--- config.mk ---
export PLATFORM = sky130hd
export DESIGN_NAME = fetch_ctrl
export DESIGN_NICKNAME = d
export VERILOG_FILES = /design/src/rtl/cpu_pkg.sv /design/src/rtl/fetch_hold_buf.sv /design/src/rtl/fetch_ctrl.sv
export SDC_FILE = /design/constraint.sdc
export NUM_CORES = 1
export LEC_CHECK = 0
export CAP_MARGIN = 40
export CORE_ASPECT_RATIO = 1.5
export CORE_MARGIN = 8
export CORE_UTILIZATION = 45
export CTS_CLUSTER_SIZE = 20
export DETAILED_ROUTE_END_ITERATION = 10
export GPL_TIMING_DRIVEN = 0
export PLACE_DENSITY = 0.8
export SLEW_MARGIN = 20
export SYNTH_ARGS = -nofsm -noshare
export SYNTH_HDL_FRONTEND = slang
export SYNTH_HIERARCHICAL = 1
export SYNTH_SLANG_ARGS = --single-unit
--- constraint.sdc ---
create_clock -name clk -period 1.8 [get_ports clk]
set_input_delay 0.18 -clock clk [delete_from_list [all_inputs] [get_ports clk]]
set_output_delay 0.18 -clock clk [all_outputs]
set_load 0.05 [all_outputs]
--- src/rtl/cpu_pkg.sv ---
// Shared CPU pipeline types and constants used by the fetch stage.
package cpu_pkg;

  localparam int INSTR_W = 32;
  localparam logic [INSTR_W-1:0] NOP = 32'h0;

  typedef enum logic [1:0] {
    IDLE,
    REQ,
    WAIT,
    DROP
  } fetch_state_e;

endpackage

--- src/rtl/fetch_hold_buf.sv ---
// One-entry instruction+pc hold buffer that absorbs a response arriving while decode stalls.
module fetch_hold_buf
  import cpu_pkg::*;
#(
  parameter int PC_W = 16
) (
  input  logic               clk,
  input  logic               rst,
  input  logic               fill,
  input  logic               drain,
  input  logic               clear,
  input  logic [INSTR_W-1:0] fill_data,
  input  logic [PC_W-1:0]    fill_pc,
  output logic               valid,
  output logic [INSTR_W-1:0] data,
  output logic [PC_W-1:0]    pc
);

  // clear (flush) wins over fill; fill and drain are mutually exclusive by stall
  always_ff @(posedge clk) begin
    if (rst) begin
      valid <= 1'b0;
      data  <= NOP;
      pc    <= '0;
    end else if (clear) begin
      valid <= 1'b0;
    end else if (fill) begin
      valid <= 1'b1;
      data  <= fill_data;
      pc    <= fill_pc;
    end else if (drain) begin
      valid <= 1'b0;
    end
  end

endmodule

--- src/rtl/fetch_ctrl.sv ---
// Fetch-stage sequencer: owns the PC, single-outstanding imem requests, stall buffer, redirect squash.
// Optional perf counters (perf_bubbles, perf_flushes) when FETCH_CTRL_PERF_EN is defined.
//
// state | meaning
// IDLE  | just out of reset, request starts next cycle
// REQ   | imem_req asserted at pc while hold buffer is empty
// WAIT  | one request outstanding, response will be delivered
// DROP  | one request outstanding, response will be discarded
module fetch_ctrl
  import cpu_pkg::*;
#(
  parameter int             PC_W     = 16,
  parameter logic [PC_W-1:0] RESET_PC = '0
) (
  input  logic               clk,
  input  logic               rst,
  output logic               imem_req,
  output logic [PC_W-1:0]    imem_addr,
  input  logic               imem_gnt,
  input  logic               imem_rvalid,
  input  logic [INSTR_W-1:0] imem_rdata,
  input  logic               stall,
  input  logic               redirect,
  input  logic [PC_W-1:0]    redirect_pc,
  output logic [INSTR_W-1:0] instr_out,
  output logic               instr_valid,
  output logic [PC_W-1:0]    instr_pc
`ifdef FETCH_CTRL_PERF_EN
  ,
  output logic [31:0]        perf_bubbles,
  output logic [31:0]        perf_flushes
`endif
);

  fetch_state_e       state, state_nxt;
  logic [PC_W-1:0]    pc, pc_nxt;
  logic [PC_W-1:0]    req_pc, req_pc_nxt;
  logic               accept;
  logic               buf_valid;
  logic [INSTR_W-1:0] buf_data;
  logic [PC_W-1:0]    buf_pc;

  always_ff @(posedge clk) begin
    if (rst) begin
      state  <= IDLE;
      pc     <= RESET_PC;
      req_pc <= '0;
    end else begin
      state  <= state_nxt;
      pc     <= pc_nxt;
      req_pc <= req_pc_nxt;
    end
  end

  always_comb begin
    state_nxt  = state;
    pc_nxt     = pc;
    req_pc_nxt = req_pc;
    imem_req   = 1'b0;
    accept     = 1'b0;
    case (state)
      IDLE: state_nxt = REQ;
      REQ: begin
        imem_req = !buf_valid;
        if (imem_req && imem_gnt) begin
          req_pc_nxt = pc;
          pc_nxt     = pc + PC_W'(1);
          state_nxt  = redirect ? DROP : WAIT;
        end
      end
      WAIT: begin
        if (imem_rvalid) begin
          state_nxt = REQ;
          accept    = !redirect;
        end else if (redirect) begin
          state_nxt = DROP;
        end
      end
      DROP: if (imem_rvalid) state_nxt = REQ;
      default: state_nxt = IDLE;
    endcase
    if (redirect) pc_nxt = redirect_pc;
  end

  assign imem_addr = pc;

  fetch_hold_buf #(.PC_W(PC_W)) u_hold_buf (
    .clk       (clk),
    .rst       (rst),
    .fill      (accept && stall),
    .drain     (!stall && buf_valid),
    .clear     (redirect),
    .fill_data (imem_rdata),
    .fill_pc   (req_pc),
    .valid     (buf_valid),
    .data      (buf_data),
    .pc        (buf_pc)
  );

  // redirect beats stall; buffered data beats a fresh response
  always_ff @(posedge clk) begin
    if (rst || redirect) begin
      instr_out   <= NOP;
      instr_valid <= 1'b0;
      instr_pc    <= '0;
    end else if (!stall) begin
      if (buf_valid) begin
        instr_out   <= buf_data;
        instr_valid <= 1'b1;
        instr_pc    <= buf_pc;
      end else if (accept) begin
        instr_out   <= imem_rdata;
        instr_valid <= 1'b1;
        instr_pc    <= req_pc;
      end else begin
        instr_out   <= NOP;
        instr_valid <= 1'b0;
        instr_pc    <= '0;
      end
    end
  end

`ifdef FETCH_CTRL_PERF_EN
  always_ff @(posedge clk) begin
    if (rst) begin
      perf_bubbles <= '0;
      perf_flushes <= '0;
    end else begin
      if (!stall && !instr_valid && perf_bubbles != '1) perf_bubbles <= perf_bubbles + 32'd1;
      if (redirect && perf_flushes != '1) perf_flushes <= perf_flushes + 32'd1;
    end
  end
`endif

endmodule

### Yosys cells after proc, flatten, opt, wreduce, memory -nomap -nowiden

Index checks and enable logic that the tools add are counted.

| storage, ports and cells | value |
|---|---|
| register bits | 132 |
| bits in latches | 0 |
| memory bits (writable) | 0 |
| bits in read-only memories | 0 |
| input port bits | 54 |
| output and inout bits | 66 |
| word-level logic and storage cells | 53 |
| memories kept | 0 |

| cells by class | value |
|---|---|
| add/subtract/negate cells | 1 |
| multiply operators | 0 |
| divide/modulo/power cells | 0 |
| order comparisons | 0 |
| equality and inequality tests | 6 |
| shift operators | 0 |
| muxes and demuxes | 20 |
| bitwise logic cells | 1 |
| reductions and logical operators | 16 |

Operators with widths:

| cell | number |
|---|---|
| two-way mux 16 bit | 5 |
| two-way mux 32 bit | 2 |
| adder 16 x 1 -> 16 bit (second input constant) | 1 |
| two-way mux 1 bit | 8 |
| two-way mux 2 bit | 4 |
| case mux 2 bit (4 select lines) | 1 |
| AND reduction 2 bit | 3 |
| nonzero test 2 bit | 3 |
| == test 2 bit (second input constant) | 2 |
| != test 2 bit (second input constant) | 2 |
| logical AND 1 bit | 3 |
| zero test 1 bit | 3 |
| != test 3 bit (second input constant) | 1 |
| AND reduction 3 bit | 1 |
| == test 2 x 1 -> 1 bit (second input constant) | 1 |
| zero test 2 bit | 1 |
| OR reduction 2 bit | 1 |
| logical OR 1 bit | 1 |
| NOT 1 bit | 1 |

### Longest topological paths before layout

| logic depth | value |
|---|---|
| word-level depth | 5 |
| gate-level depth with buffers | 8 |
| mapped depth without buffers | 6 |

### Hierarchy

The synthesis kept the hierarchy.

Modules (own cells, without submodules):

| module | instances | cells each | area an instance (um^2) | seq. area each (um^2) |
|---|---|---|---|---|
| fetch_ctrl | 1 | 378 | 3,443.3 | 1,661.6 |
| fetch_hold_buf | 1 | 222 | 2,220.9 | 980.9 |

### Worst setup path after synthesis

No wires, ideal clock.

| timing path | value |
|---|---|
| path kind | flip-flop to flip-flop |
| start point | register pc[3], in the netlist imem_addr[3] |
| end point | register pc[9], in the netlist imem_addr[9] |
| library setup time | 91 ps |
| data arrival time | 1,857 ps |
| slack | -148 ps |
| cell stages (with the launch flop) | 5 |
| clock period less this slack | 1,948 ps |
| path through | dfxtp_1 -> nand4_2 -> buf_6 -> or4_1 -> a311oi_1 |

| on the way | value |
|---|---|
| longest elaborated chain between the ends | 4 |

RTL lines:

| element | line | RTL |
|---|---|---|
| start: declaration | fetch_ctrl.sv:36 | `logic [PC_W-1:0] pc, pc_nxt;` |
| start signal: assignment | fetch_ctrl.sv:50 | `pc <= pc_nxt;` |
| adder 16 x 1 -> 16 bit | fetch_ctrl.sv:67 | `pc_nxt = pc + PC_W'(1);` |
| two-way mux 16 bit | fetch_ctrl.sv:65 | `if (imem_req && imem_gnt) begin` |
| two-way mux 16 bit | fetch_ctrl.sv:61 | `case (state)` |
| two-way mux 16 bit | fetch_ctrl.sv:82 | `if (redirect) pc_nxt = redirect_pc;` |

Every way passes these cells. The select of a mux whose other input is x is not followed.
A chain may end at the register's enable or synchronous reset.

### Worst setup path in the final report

| timing path | value |
|---|---|
| start point | register instr_pc[14] |
| end point | output port instr_pc[14] |

RTL lines:

| element | line | RTL |
|---|---|---|
| start: declaration | fetch_ctrl.sv:27 | `output logic [PC_W-1:0] instr_pc` |
| start signal: assignment | fetch_ctrl.sv:110 | `instr_pc <= buf_pc;` |
| start signal: assignment | fetch_ctrl.sv:114 | `instr_pc <= req_pc;` |

No word-level cell between the ends.

==> results.md <==
* Buffers on Ports at 118
* Delay-heaviest family, CP: buffers and inverters
* Mapped Cells at 600
* CTS tree: yes
* Post-synth EDFFs at 0
* Total track usage at 22.0%
* Crit path buf inv count at 1
* Synth Area in Adders at 0.884%
* Placed cell areas at 7050 um^2
* Initial antenna violation count at 0
* Ports at 120
* Hold Path Origin: redirect_pc[4]
* Hold EP: imem_addr[4]$_SDFFE_PP0P_
* Worst EP required at 1.62 ns
* Syn Area/Cell at around 9.4 um^2
* Max Fclk at 0.567 GHz
* Ys async rst share at 0%
* Total routed wirelength at roughly 18 mm
* Hold Slack at 0.348 ns
* DRT antenna net count at 0
* Reg2Reg Depth at 8
* TritonCTS Buffers at 17
* Status: completed
* Finished Cell Area at 7860 um^2
* Class of the worst hold path: primary input to register
* Share of cells above drive strength 1 at 13.0%
* CTS Root Cell: clkbuf_16
* Leakage at 2.91 nW
* Clk Latency, worst-skew pair at a little over 0.4 ns
* Die W at 108 um
* Fin crit period at about 1.8 ns
* Reg2reg start: state[0]$_SDFFE_PP0P_
* Setup TNS at 0 ns
* Pre-CTS WS at -0.790 ns
* WS Path Type: register to primary output
* Compound-Gate Fraction of Synth Area at 18.1%
* Slew Limit Fails at 0
* Worst Clk Skew at between 0.007 and 0.008 ns
* DPL Wire Length at 13.0 mm
* Most frequent cells in the layout: dfxtp_1, clkdlybuf4s50_1, nor2_1
* Crit Path Max Fanout at 2
* Cell taking the most area after synthesis: dfxtp_1
* Synth area leaders: dfxtp_1, nand4bb_1, a222oi_1, nand2b_1, o21ai_1
* # hold bufs at CTS at 0
* Setup crit end kind: primary output
* Starting Density at 45.7%
* Yosys cell types at 47
* GRT overflow at 0
* Sink Count at roughly 130
* Vias per Instance at 5.98
* Reg2Reg Setup Slack at 0.04 ns
* Die area at between 15000 and 20000 um^2
* Register area share after synthesis at 46.7%
* Layout fillers at 1041
* Post-Syn Area at between 5000 and 6000 um^2
* Top-area cell type share of the netlist area at 46.7%
* Main flop type after synthesis: dfxtp_1
* Worst path cell trace: clkdlybuf4s50_1
* Core Box Area at about 12000 um^2
* Max-slew headroom at 59.7%
* Clock Path Buffers at 2
* Yosys warnings at 6
* Crit path largest cell delay at 0.82 ns
* Pwr dens at around 970 nW/um^2
* Crit path DAT at 1.58 ns
* VDD IR max at 631 uV
* Worst Hold Depth at 3
* GP Congestion at 0.830
* First-pass GRT wire length at 29.1 mm
* Worst setup margin at 0.0379 ns
* Startpoint Class: register
* Largest net degree at the start of global routing at 20
* Measured slew at the worst slew-check pin at 0.604 ns
* Vias at 5485
* Dominant combinational cell family by area after synthesis: simple AND/OR/NAND/NOR gates
* Synth Area in XOR/XNOR at 1.08%
* Util after Layout at about 63%
* Max-cap viol count at 0
* Period utilisation layout at 97.9%
* Post-Syn Nets at 658
* Mux share of post-synthesis cell area at 0.530%
* Reg clk slew, reported paths at roughly 0.060 ns
* Reg2Reg Capture Point: instr_out[18]$_SDFFE_PP0N_
* Most common cell after layout, fill and taps aside: dfxtp_1
* H-tree Lvls at 4
* Final Hold Vio Count at 0
* Site row count at 50
* Synthesis-to-layout area growth at 38.8%
* WL/cell at 20.1 um
* Chip height at 153 um
* #FFs+latches synth at roughly 130
* Synth Area in Simple Gates at ~27%
* First-pass DRT Iterations at 5
* Slowest-stage cell, CP: clkdlybuf4s50_1
* Crit path depth at 1
* Unrepaired setup endpoints after global routing: true
* Iter 0 DRT Violations at 474
* DR DRC count at 0
* Vias in the first global route at 5648
* Setup violators final at 0
* Diodes inserted at 0
* Final nets at approximately 810
-- worst max-delay path by stage --
stage | to | from
2_1_floorplan | imem_addr[6]$_SDFFE_PP0P_ | imem_addr[0]$_SDFFE_PP0P_
3_3_place_gp | instr_out[20]$_SDFFE_PP0N_ | rst
3_5_place_dp | instr_out[18]$_SDFFE_PP0N_ | rst
4_1_cts | imem_addr[9]$_SDFFE_PP0P_ | state[1]$_SDFFE_PP0P_
5_1_grt | imem_addr[9]$_SDFFE_PP0P_ | state[1]$_SDFFE_PP0P_
6_report | instr_pc[14] | instr_pc[14]$_SDFFE_PP0N_
-- power by group --
part,switching (mW),internal (mW)
registers,0.0905,3.00
logic,0.576,0.422
clock network,1.31,2.21
total,1.97,5.63
-- flip-flops by register name (all words and copies together) (netlist names) --
| register | flops |
|---|---|
| instr_pc | 16 |
| instr_valid | 1 |
| instr_out | 32 |
| u_hold_buf/data | 32 |
| state | 2 |
| u_hold_buf/valid | 1 |
| imem_addr | 16 |
| u_hold_buf/pc | 16 |
| req_pc | 16 |
-- logic make-up after synthesis --
family	Yosys count
AND/OR/NAND/NOR	244
AO/OA/AOI/OAI	141
flip-flops	132
buffers and inverters	69
XOR/XNOR	7
adder cells (fa/ha/maj)	4
multiplexers	3
-- routing by layer --
| layer | vias to the layer above | global-route usage, % | routed length [um] |
|---|---|---|---|
| met5 | - | 0 | 0 |
| met4 | 0 | 11.0 | 637 |
| met3 | 46 | 5.60 | 1150 |
| met2 | 235 | 38.8 | 9610 |
| met1 | 2669 | 23.4 | 7060 |
| li1 | 2535 | - | - |
-- final cells by class --
class                           count  area [um^2]  share of cell area, %
Buffer                             60          323                   4.11
Clock buffer                       19          443                   5.64
Clock inverter                     13          159                   2.02
Inverter                            7         26.3                  0.334
Multi-Input combinational cell    399         2770                   35.3
Sequential cell                   132         2650                   33.8
Tap cell                          156          195                   2.48
Timing Repair Buffer              131         1290                   16.4
-- synth_stat cells (all sizes together) (2+ instances only) --
cell type    n
nor2        62
or4          2
o2111a       3
nand2       39
ha           4
a221oi       2
buf         22
nor2b        6
nand4        6
mux2i        3
nor4         6
a311oi       4
nand4b       2
inv          6
nand4bb     48
nand3        8
nor3         5
clkbuf      40
a211oi       6
o21ai       52
dfxtp      132
nand2b      49
nand3b       2
a21oi       19
o21a         2
xnor2        5
or3          4
a222oi      47
and3         2
xor2         2
-- what timing repair did --
action | in CTS | in global routing
gates resized for setup | 46 | 28
setup buffers | 10 | 3
endpoints found under the setup margin | 122 | 86
pin swaps | 5 | 3
-- worst reg2reg max path, cell delays in order (launching register included) --
cell	delay, ns
dfxtp_2	0.38
inv_1	0.09
ha_4	0.18
nand3b_1	0.17
nor3_4	0.09
buf_6	0.16
clkbuf_4	0.18
a222oi_1	0.31
nor2_1	0.09
-- through the flow --
stage	std cells	power, mW
2_1_floorplan	600	3.65
3_3_place_gp	874	4.00
3_5_place_dp	874	4.03
4_1_cts	915	7.59
5_1_grt	917	7.85
6_report	917	7.60
Note: power is estimated with default switching activity, not from simulation.
